==> config.mk <==
export PLATFORM = sky130hd
export DESIGN_NAME = game_fsm_ctrl
export DESIGN_NICKNAME = d
export VERILOG_FILES = /design/src/rtl/game_fsm_ctrl_pkg.sv /design/src/rtl/game_fsm_ctrl_tick.sv /design/src/rtl/game_fsm_ctrl.sv
export SDC_FILE = /design/constraint.sdc
export NUM_CORES = 1
export LEC_CHECK = 0
export CORE_MARGIN = 3
export CORE_UTILIZATION = 50
export DETAILED_ROUTE_END_ITERATION = 10
export PLACE_DENSITY = 0.73
export SETUP_SLACK_MARGIN = 0.05
export SLEW_MARGIN = 15
export SYNTH_ARGS = -nofsm -noshare
export SYNTH_HDL_FRONTEND = slang
export SYNTH_SLANG_ARGS = --single-unit
==> constraint.sdc <==
create_clock -name clk -period 2.8 [get_ports clk]
set_input_delay 0.56 -clock clk [delete_from_list [all_inputs] [get_ports clk]]
set_output_delay 0.56 -clock clk [all_outputs]
set_load 0.1 [all_outputs]
==> src/rtl/game_fsm_ctrl_pkg.sv <==
// Shared constants for the game flow controller: state encoding, key codes,
// scroll reload values and the pipe-select LFSR step.
package game_fsm_ctrl_pkg;

  localparam logic [1:0] ST_IDLE  = 2'd0;
  localparam logic [1:0] ST_PLAY  = 2'd1;
  localparam logic [1:0] ST_PAUSE = 2'd2;
  localparam logic [1:0] ST_OVER  = 2'd3;

  localparam logic [4:0] KEY_FLAP    = 5'h09;
  localparam logic [4:0] KEY_RESTART = 5'h0a;

  localparam logic signed [10:0] PIPE_INIT_X   = 11'sd650;
  localparam logic signed [10:0] PIPE_RELOAD_X = 11'sd640;
  localparam logic signed [10:0] PIPE_WRAP_X   = -11'sd200;
  localparam logic [9:0]         BACK_RELOAD_X = 10'd470;

  localparam logic [7:0] LFSR_SEED = 8'h5A;

  // Fibonacci form of x^8+x^6+x^5+x^4+1; feedback enters at bit 0.
  function automatic logic [7:0] lfsr_next(input logic [7:0] v);
    return {v[6:0], v[7] ^ v[5] ^ v[4] ^ v[3]};
  endfunction

endpackage

==> src/rtl/game_fsm_ctrl_tick.sv <==
// Scroll-tick period generator: free counter compared against a period that
// shrinks by TICK_STEP on every tick and saturates at TICK_MIN.
module game_tick_gen
  import game_fsm_ctrl_pkg::*;
#(
  parameter int unsigned TICK_INIT = 5_000_000,
  parameter int unsigned TICK_MIN  = 4_000_000,
  parameter int unsigned TICK_STEP = 5000
) (
  input  logic clk,
  input  logic rst_n,
  input  logic i_run,
  input  logic i_init,
  output logic o_fire
);

  localparam int PW = $clog2(TICK_INIT + 1);

  logic [PW-1:0] r_cnt;
  logic [PW-1:0] r_period;
  logic          w_at_period;

  assign w_at_period = (r_cnt == r_period);
  assign o_fire      = i_run && !i_init && w_at_period;

  always_ff @(posedge clk) begin
    if (!rst_n || i_init) begin
      r_cnt    <= '0;
      r_period <= PW'(TICK_INIT);
    end else if (i_run) begin
      if (w_at_period) begin
        r_cnt <= '0;
        // Compare at full width so TICK_MIN+TICK_STEP never truncates.
        r_period <= (32'(r_period) >= TICK_MIN + TICK_STEP) ?
                    r_period - PW'(TICK_STEP) : PW'(TICK_MIN);
      end else begin
        r_cnt <= r_cnt + PW'(1);
      end
    end
  end

endmodule

==> src/rtl/game_fsm_ctrl.sv <==
// Game flow controller: IDLE/PLAY/PAUSE/OVER FSM, key edge detection, scrolling
// and scoring. Define GAME_FSM_CTRL_HISCORE_EN to add the persistent hiscore output.
module game_fsm_ctrl
  import game_fsm_ctrl_pkg::*;
#(
  parameter int unsigned TICK_INIT = 5_000_000,
  parameter int unsigned TICK_MIN  = 4_000_000,
  parameter int unsigned TICK_STEP = 5000
) (
  input  logic               clk,
  input  logic               rst_n,
  input  logic               gamestart,
  input  logic               gamepause,
  input  logic [4:0]         up,
  input  logic               hit,
  output logic [1:0]         state,
  output logic               scroll_tick,
  output logic               flap,
  output logic               restart,
  output logic [9:0]         back_x,
  output logic signed [10:0] pipe_x,
  output logic               pipe_sel,
  output logic [15:0]        count,
  output logic [31:0]        score
`ifdef GAME_FSM_CTRL_HISCORE_EN
  ,
  output logic [31:0]        hiscore
`endif
);

  logic [1:0]         r_state;
  logic [4:0]         r_up_q;
  logic [7:0]         r_lfsr;
  logic               r_scroll_tick;
  logic               r_flap;
  logic               r_restart;
  logic [9:0]         r_back_x;
  logic signed [10:0] r_pipe_x;
  logic               r_pipe_sel;
  logic [15:0]        r_count;
  logic [31:0]        r_score;

  logic       w_flap_evt;
  logic       w_rst_evt;
  logic [1:0] w_next;
  logic       w_reinit;
  logic       w_restart;
  logic       w_tick;

  assign w_flap_evt = (up == KEY_FLAP) && (r_up_q != KEY_FLAP);
  assign w_rst_evt  = (up == KEY_RESTART) && (r_up_q != KEY_RESTART);

  // Priority: gamestart low, then game entry / restart, then per-state moves.
  always_comb begin
    w_next    = r_state;
    w_reinit  = 1'b0;
    w_restart = 1'b0;
    if (!gamestart) begin
      w_next = ST_IDLE;
    end else if (r_state == ST_IDLE) begin
      w_next   = ST_PLAY;
      w_reinit = 1'b1;
    end else if (w_rst_evt) begin
      w_next    = gamepause ? ST_PAUSE : ST_PLAY;
      w_reinit  = 1'b1;
      w_restart = 1'b1;
    end else begin
      case (r_state)
        ST_PLAY: begin
          if (hit)            w_next = ST_OVER;
          else if (gamepause) w_next = ST_PAUSE;
        end
        ST_PAUSE: begin
          if (!gamepause) w_next = ST_PLAY;
        end
        default: w_next = r_state;
      endcase
    end
  end

  game_tick_gen #(
    .TICK_INIT (TICK_INIT),
    .TICK_MIN  (TICK_MIN),
    .TICK_STEP (TICK_STEP)
  ) u_tick (
    .clk    (clk),
    .rst_n  (rst_n),
    .i_run  (r_state == ST_PLAY),
    .i_init (w_reinit),
    .o_fire (w_tick)
  );

  always_ff @(posedge clk) begin
    if (!rst_n) begin
      r_state       <= ST_IDLE;
      r_up_q        <= '0;
      r_lfsr        <= LFSR_SEED;
      r_scroll_tick <= 1'b0;
      r_flap        <= 1'b0;
      r_restart     <= 1'b0;
      r_back_x      <= '0;
      r_pipe_x      <= PIPE_INIT_X;
      r_pipe_sel    <= 1'b0;
      r_count       <= '0;
      r_score       <= '0;
    end else begin
      r_state       <= w_next;
      r_up_q        <= up;
      r_lfsr        <= lfsr_next(r_lfsr);
      r_scroll_tick <= w_tick;
      r_flap        <= (r_state == ST_PLAY) && w_flap_evt;
      r_restart     <= w_restart;
      if (w_reinit) begin
        r_back_x   <= '0;
        r_pipe_x   <= PIPE_INIT_X;
        r_pipe_sel <= 1'b0;
        r_count    <= '0;
        r_score    <= '0;
      end else if (w_tick) begin
        r_score  <= r_score + 32'd1;
        r_back_x <= (r_back_x == 10'd0) ? BACK_RELOAD_X : r_back_x - 10'd10;
        if (r_pipe_x <= PIPE_WRAP_X) begin
          r_pipe_x   <= PIPE_RELOAD_X;
          r_pipe_sel <= r_lfsr[0];
          r_count    <= r_count + 16'd1;
        end else begin
          r_pipe_x <= r_pipe_x - 11'sd10;
        end
      end
    end
  end

`ifdef GAME_FSM_CTRL_HISCORE_EN
  logic [31:0] r_hiscore;

  // Survives restarts; only rst_n clears it.
  always_ff @(posedge clk) begin
    if (!rst_n) begin
      r_hiscore <= '0;
    end else if (r_state == ST_PLAY && w_next == ST_OVER && r_score > r_hiscore) begin
      r_hiscore <= r_score;
    end
  end

  assign hiscore = r_hiscore;
`endif

  assign state       = r_state;
  assign scroll_tick = r_scroll_tick;
  assign flap        = r_flap;
  assign restart     = r_restart;
  assign back_x      = r_back_x;
  assign pipe_x      = r_pipe_x;
  assign pipe_sel    = r_pipe_sel;
  assign count       = r_count;
  assign score       = r_score;

endmodule

==> impl_metrics.py, run 1 <==
metrics = {
    "worst_setup_path": {
        "reg2reg_setup_slack_ns": 0.09,
        "start_kind": "flip-flop",
        "crit_buf_inv": 1,
        "path_delay_family": "simple AND/OR/NAND/NOR gates",
        "rr_worst_depth": 8,
        "crit_chain": "inv_1, ha_1, and4bb_1, nand4_1, or4_4, or4_4, or4_1, mux2i_1",
        "crit_type": "flip-flop to flip-flop",
        "path_common_cell": "or4_4",
        "r2r-end": "score[31]$_SDFFE_PP0P_",
        "worstPathMaxFanout": 12,
        "slowest_delay_ns": 0.54,
        "crit_arrival_ns": 3.03,
        "critPathRequiredTime_ns": 3.12,
        "reg2reg_from": "u_tick.r_cnt[1]$_SDFFE_PP0P_",
        "crit_path_end_kind": "flip-flop",
        "cp_slowest_cell": "or4_1",
    },
    "routing": {
        "drt_pass1_iterations": 5,
        "ant_nets": 0,
        "drt-total-wl_um": 17800,
        "route.detailed.drc": 0,
        "first_iter_violations": 664,
        "viasPerCell": 5.88,
        "wl_per_cell_um": 16.4,
        "vias": 6391,
    },
    "floorplan": {
        "die_h_um": 119,
        "row_count": 40,
        "die_width_um": 119,
        "ioPinCount": 85,
        "initial_utilization": 0.523,
        "die_area_mm2": 0.0143,
        "fp.coreArea_mm2": 0.0123,
    },
    "synthesis": {
        "synth_edf_count": 0,
        "synth_compound_area_frac": 0.156,
        "synth.avg_cell_area_um2": 8.28,
        "synth_top_family_by_area": "simple AND/OR/NAND/NOR gates",
        "yosysWarnings": 0,
        "synthAdderAreaFrac": 0.0136,
        "syn_inst": 777,
        "synthSimpleGateAreaFrac": 0.297,
        "ys_types": 61,
        "synth-main-ff-cell": "dfxtp_1",
        "synth.area.mux_share": 0.0156,
        "yosysSeqAreaShare": 0.401,
        "syn_area_mm2": 0.00644,
        "synthXorXnorAreaFrac": 0.0735,
        "synthArstFlopShare": 0,
        "synth_seq_cells": 129,
    },
    "clock_tree": {
        "cts_buffers": 17,
        "cts_tree": "done",
        "cts_root_buffer": "clkbuf_16",
        "insertion_delay_ns": 0.43,
        "htree_num_levels": 4,
        "cts_num_sinks": 129,
        "path_clk_slew_ns": 0.06,
        "cts_max_path_buffers": 2,
    },
    "place": {
        "place_ws_ns": -0.199,
        "gp_congestion": 0.842,
        "io_buffer_count": 82,
        "dpl.cell_count": 1053,
        "hpwl_um": 12800,
    },
    "power": {
        "ir_worst_vdd_mv": 0.520,
        "power.leakage_nw": 3.01,
        "power.density_mw_per_mm2": 517,
        "power_mw": 4.29,
    },
    "timing": {
        "worstMarginPinSlew_ns": 0.801,
        "slew_viol_final": 0,
        "finClkSkew_ns": 0.00495,
        "layout_setup_ws_ns": 0.0942,
        "setup_violations": 0,
        "fin_crit_sh": 0.966,
        "min_period_ns": 2.71,
        "hold_viol": 0,
        "relSlewSlack": 0.462,
        "fmax_mhz": 370,
        "rsz0062_at_grt": "true",
        "setup_tns_ns": 0,
    },
    "cells_and_area": {
        "antenna_cells": 0,
        "final_cell_mix": "132 x buf_4, 127 x dfxtp_1, 76 x nor2_1, 61 x nand2_1, 59 x a21oi_1",
        "fill_cells": 1023,
        "final_util": 0.675,
        "layout-drive-gt1-share": 0.206,
        "fin_cells": 1086,
        "final_common_cell": "buf_4",
        "nets": 922,
        "synthToLayoutAreaGrowth_pct": 29.1,
    },
    "min_path": {
        "hold_path_class": "flip-flop to flip-flop",
        "min_path_cells": 1,
        "holdPathEnd": "r_lfsr[3]$_SDFF_PN1_",
        "min_from": "r_lfsr[2]$_SDFF_PN0_",
    },
    "global_routing": {
        "grt_pass1_wl_um": 29100,
        "grt_pass1_vias": 6005,
        "grt_usage": 0.250,
        "grt_overflow": 0,
        "antenna_found_initial": 0,
        "grt_max_degree": 38,
    },
    "run_status": {
        "outcome": "completed",
    },
    "flow_run": {
        "cap_violations": 0,
    },
}
## worst reg2reg max path, delay by kind of cell (launching register included)
kind / cells / cell delay, ns
adder cells (fa/ha/maj): 1 / 0.13
AND/OR/NAND/NOR: 5 / 1.96
flip-flops: 1 / 0.31
buffers and inverters: 1 / 0.07
multiplexers: 1 / 0.13
## how the worst max path moves through the flow
stage / startpoint / end / slack (ns) / cells past startpoint
3_3_place_gp: up[3] / score[31]$_SDFFE_PP0P_ / -0.14 / 7
6_report: u_tick.r_cnt[1]$_SDFFE_PP0P_ / score[31]$_SDFFE_PP0P_ / 0.09 / 8
3_5_place_dp: up[3] / back_x[7]$_SDFFE_PP0P_ / -0.20 / 8
4_1_cts: u_tick.r_cnt[6]$_SDFFE_PP0P_ / score[28]$_SDFFE_PP0P_ / 0.04 / 6
2_1_floorplan: state[0]$_SDFFE_PN0P_ / score[26]$_SDFFE_PP0P_ / 0.01 / 8
5_1_grt: u_tick.r_period[6]$_SDFFE_PP1P_ / score[19]$_SDFFE_PP0P_ / 0.02 / 6
## metrics by stage
step	hold WS (ns)	instance area [um2]
2_1_floorplan	0.386	6450
3_3_place_gp	0.397	7670
3_5_place_dp	0.417	7670
4_1_cts	0.425	8280
5_1_grt	0.443	8310
6_report	0.417	8310
## flip-flops by register name, summed over array words and instances (netlist names), 2 cells and up
signal	count
r_lfsr	8
back_x	9
pipe_x	10
score	32
count	16
u_tick.r_cnt	23
r_up_q	5
state	2
u_tick.r_period	20
## logic make-up (layout without fill, tap and decap cells)
family	after synthesis	count (layout)
xor gates and xnor gates	54	54
DFF	129	129
other	1	2
AOI/OAI and AO/OA	159	159
muxes	10	10
and+or+nand+nor	354	355
buffers and inverters	63	202
adders and majority gates	7	7
## metal layers
layer  up-vias  global-route usage  wire length (um)
met5         -                   0                 0
met4         0              0.0938               313
met3        32              0.0603              1040
met2       213               0.411              8520
met1      3035               0.319              7950
li1       3111                   -                 -
## timing repair
action	CTS	global route
cloned	0	1
setup buffers	0	0
gates resized for setup	1	4
pin swaps	1	0
endpoints found under the setup margin	13	29
hold buffers	0	0
## Yosys cell counts (all sizes together), types with 2 or more instances
cell | n | area share
or3 | 20 | 0.019
nand4b | 3 | 0.0041
xnor2 | 33 | 0.045
mux2i | 10 | 0.016
inv | 23 | 0.013
nand2 | 62 | 0.036
nor2b | 3 | 0.0029
nor3b | 8 | 0.0093
ha | 7 | 0.014
o211ai | 4 | 0.0047
clkbuf | 31 | 0.018
a41o | 3 | 0.0047
a21oi | 59 | 0.046
o221a | 2 | 0.0035
and3 | 10 | 0.0097
or4 | 40 | 0.048
nand2b | 12 | 0.012
a311oi | 2 | 0.0027
o21ai | 33 | 0.026
a21o | 4 | 0.0047
dfxtp | 129 | 0.40
o311ai | 3 | 0.0041
a211oi | 2 | 0.0023
buf | 9 | 0.011
nor2 | 76 | 0.044
xor2 | 21 | 0.029
o21a | 5 | 0.0058
nand4 | 23 | 0.022
nor3 | 23 | 0.018
and2 | 14 | 0.014
or2 | 5 | 0.0049
nor4 | 10 | 0.011
and4 | 9 | 0.012
nand3 | 33 | 0.026
o31ai | 28 | 0.033
## where the power goes
group	internal, mW	switching, mW
Clock	1.42	0.846
Combinational	0.0663	0.103
Sequential	1.85	0.00813
## area by class of cell
| type | count | area, um2 | share of cell area |
|---|---|---|---|
| Clock buffer | 19 | 443 | 0.0533 |
| Clock inverter | 13 | 161 | 0.0194 |
| Inverter | 23 | 86.3 | 0.0104 |
| Multi-Input combinational cell | 587 | 3610 | 0.435 |
| Sequential cell | 129 | 2590 | 0.312 |
| Tap cell | 168 | 210 | 0.0253 |
| Timing Repair Buffer | 147 | 1200 | 0.145 |
Note: power is estimated with default switching activity, not from simulation.
==> inputs of run 2 (changes only) <==
--- a/config.mk
+++ b/config.mk
@@ -5,6 +5,7 @@
 export SDC_FILE = /design/constraint.sdc
 export NUM_CORES = 1
 export LEC_CHECK = 0
+export CORE_ASPECT_RATIO = 1.2
 export CORE_MARGIN = 3
 export CORE_UTILIZATION = 50
 export DETAILED_ROUTE_END_ITERATION = 10
==> impl_metrics.py, run 2 (same netlist as run 1, synthesis figures left out) <==
metrics = {
    "floorplan": {
        "die_area_mm2": 0.0143,
        "fp.coreArea_mm2": 0.0123,
        "die_width_um": 110,
        "initial_utilization": 0.522,
        "row_count": 44,
        "ioPinCount": 85,
        "die_h_um": 130,
    },
    "clock_tree": {
        "cts_num_sinks": 129,
        "htree_num_levels": 4,
        "cts_root_buffer": "clkbuf_16",
        "cts_tree": "done",
        "hold_buffers": 0,
        "path_clk_slew_ns": 0.06,
        "cts_max_path_buffers": 2,
        "cts_buffers": 17,
        "insertion_delay_ns": 0.41,
    },
    "cells_and_area": {
        "fill_cells": 1026,
        "layout-drive-gt1-share": 0.234,
        "nets": 928,
        "final_cell_mix": "136 x buf_4, 125 x dfxtp_1, 75 x nor2_1, 61 x nand2_1, 53 x a21oi_1",
        "largest_reg_flops": 32,
        "antenna_cells": 0,
        "stdcell_area_mm2": 0.00839,
        "synthToLayoutAreaGrowth_pct": 30.3,
        "final_common_cell": "buf_4",
    },
    "timing": {
        "hold_viol": 0,
        "slew_viol_final": 0,
        "finClkSkew_ns": 0.00862,
        "relSlewSlack": 0.545,
        "min_period_ns": 2.82,
        "fin_crit_sh": 1.01,
        "setup_violations": 1,
        "setup_tns_ns": -0.0154,
        "worstMarginPinSlew_ns": 0.681,
        "layout_setup_ws_ns": -0.0154,
        "rsz0062_at_grt": "true",
        "fmax_mhz": 355,
    },
    "routing": {
        "route.detailed.drc": 0,
        "viasPerCell": 5.96,
        "wl_per_cell_um": 16.7,
        "highest_layer": "met4",
        "first_iter_violations": 432,
        "drt-total-wl_um": 18100,
        "vias": 6467,
        "ant_nets": 0,
        "drt_pass1_iterations": 5,
        "dr_wl_met3_um": 898,
        "wl_met2_um": 9110,
        "wl_met1_um": 7380,
    },
    "global_routing": {
        "antenna_found_initial": 0,
        "grt_overflow": 0,
        "grt_usage": 0.255,
        "grt_pass1_vias": 6128,
        "grt_max_degree": 38,
        "grt_pass1_wl_um": 28900,
    },
    "worst_setup_path": {
        "worstPathMaxFanout": 7,
        "slowest_delay_ns": 0.57,
        "start_kind": "flip-flop",
        "crit_arrival_ns": 3.12,
        "path_common_cell": "or4_4",
        "crit_path_end_kind": "flip-flop",
        "cp_slowest_cell": "or4_4",
        "critPathRequiredTime_ns": 3.10,
        "crit_type": "flip-flop to flip-flop",
        "crit_chain": "inv_2, ha_4, and4bb_1, nand4_1, or4_4, or4_4, or4_4, mux2i_1",
    },
    "place": {
        "hpwl_um": 12900,
        "dpl_cell_area_mm2": 0.00769,
        "gp_congestion": 0.901,
        "io_buffer_count": 82,
    },
    "power": {
        "power.leakage_nw": 3.04,
        "power_mw": 4.09,
        "ir_worst_vdd_mv": 0.314,
        "power.density_mw_per_mm2": 487,
    },
    "min_path": {
        "hold_path_class": "flip-flop to flip-flop",
    },
    "run_status": {
        "outcome": "finished, violations left",
        "failed_checks": "setup timing",
    },
    "flow_run": {
        "cap_violations": 0,
    },
}
-- run 2: cell count changes in the layout (fill, tap and decap cells not counted), moves of 4 or more --
cell | previous run | this run
a21oi_1 | 59 | 53
a21oi_2 | 0 | 6
or4_4 | 3 | 9
o31ai_1 | 28 | 23
or4_1 | 38 | 33
buf_4 | 132 | 136
clkinv_2 | 2 | 6
o31ai_2 | 0 | 4
-- run 2: worst paths after layout --
kind | startpoint | endpoint | slack (ns) | cells after the start
max | u_tick.r_cnt[0]$_SDFFE_PP0P_ | score[31]$_SDFFE_PP0P_ | -0.02 | 8
min | r_lfsr[2]$_SDFF_PN0_ | r_lfsr[3]$_SDFF_PN1_ | 0.42 | 1
max reg2reg | u_tick.r_cnt[0]$_SDFFE_PP0P_ | score[31]$_SDFFE_PP0P_ | -0.02 | 8
min reg2reg | r_lfsr[2]$_SDFF_PN0_ | r_lfsr[3]$_SDFF_PN1_ | 0.42 | 1
-- run 2: stage by stage --
stage                     setup slack (ns)  hold WS, ns  std cells  utilization
after floorplan                     0.0123        0.386        778            -
after global routing                -0.102        0.439       1085        0.680
final                              -0.0154        0.423       1085        0.680
after detailed placement            -0.115        0.406       1049        0.623
after global placement             -0.0920        0.393       1049        0.623
after CTS                          0.00309        0.424       1083        0.670
-- run 2: layer usage --
layer / vias up / global-route usage
met5: - / 0
met4: 0 / 0.135
li1: 3120 / -
met3: 51 / 0.0510
met1: 3075 / 0.293
met2: 221 / 0.444
-- run 2: cell type report --
class                   instances  area (um2)  area share
inverters                      23        86.3      0.0103
flip-flops and latches        129        2590       0.309
multi-input cells             588        3710       0.442
clock inverters                14         118      0.0140
clock buffers                  18         439      0.0524
repair buffers                152        1240       0.148
well taps                     161         201      0.0240
-- run 2: critical path: cells and delay by family, from the launching register on --
kind	cells	cell delay [ns]
mux	1	0.13
buf+inv	1	0.06
flops	1	0.32
simple gates	5	2.09
fa+ha+maj	1	0.11
-- run 2: where the power goes --
part           internal (mW)  switching (mW)  leakage, nW
combinational         0.0691           0.103         1.72
sequential              1.85         0.00960         1.05
clock                   1.24           0.819        0.271
total                   3.16           0.932         3.04
-- run 2: repair_timing --
item                       4_1_cts  5_1_grt
cloned                           2        0
gates resized for setup          2       27
pin swaps                        4       19
buffers inserted                 0        2
setup endpoints to repair       13       35
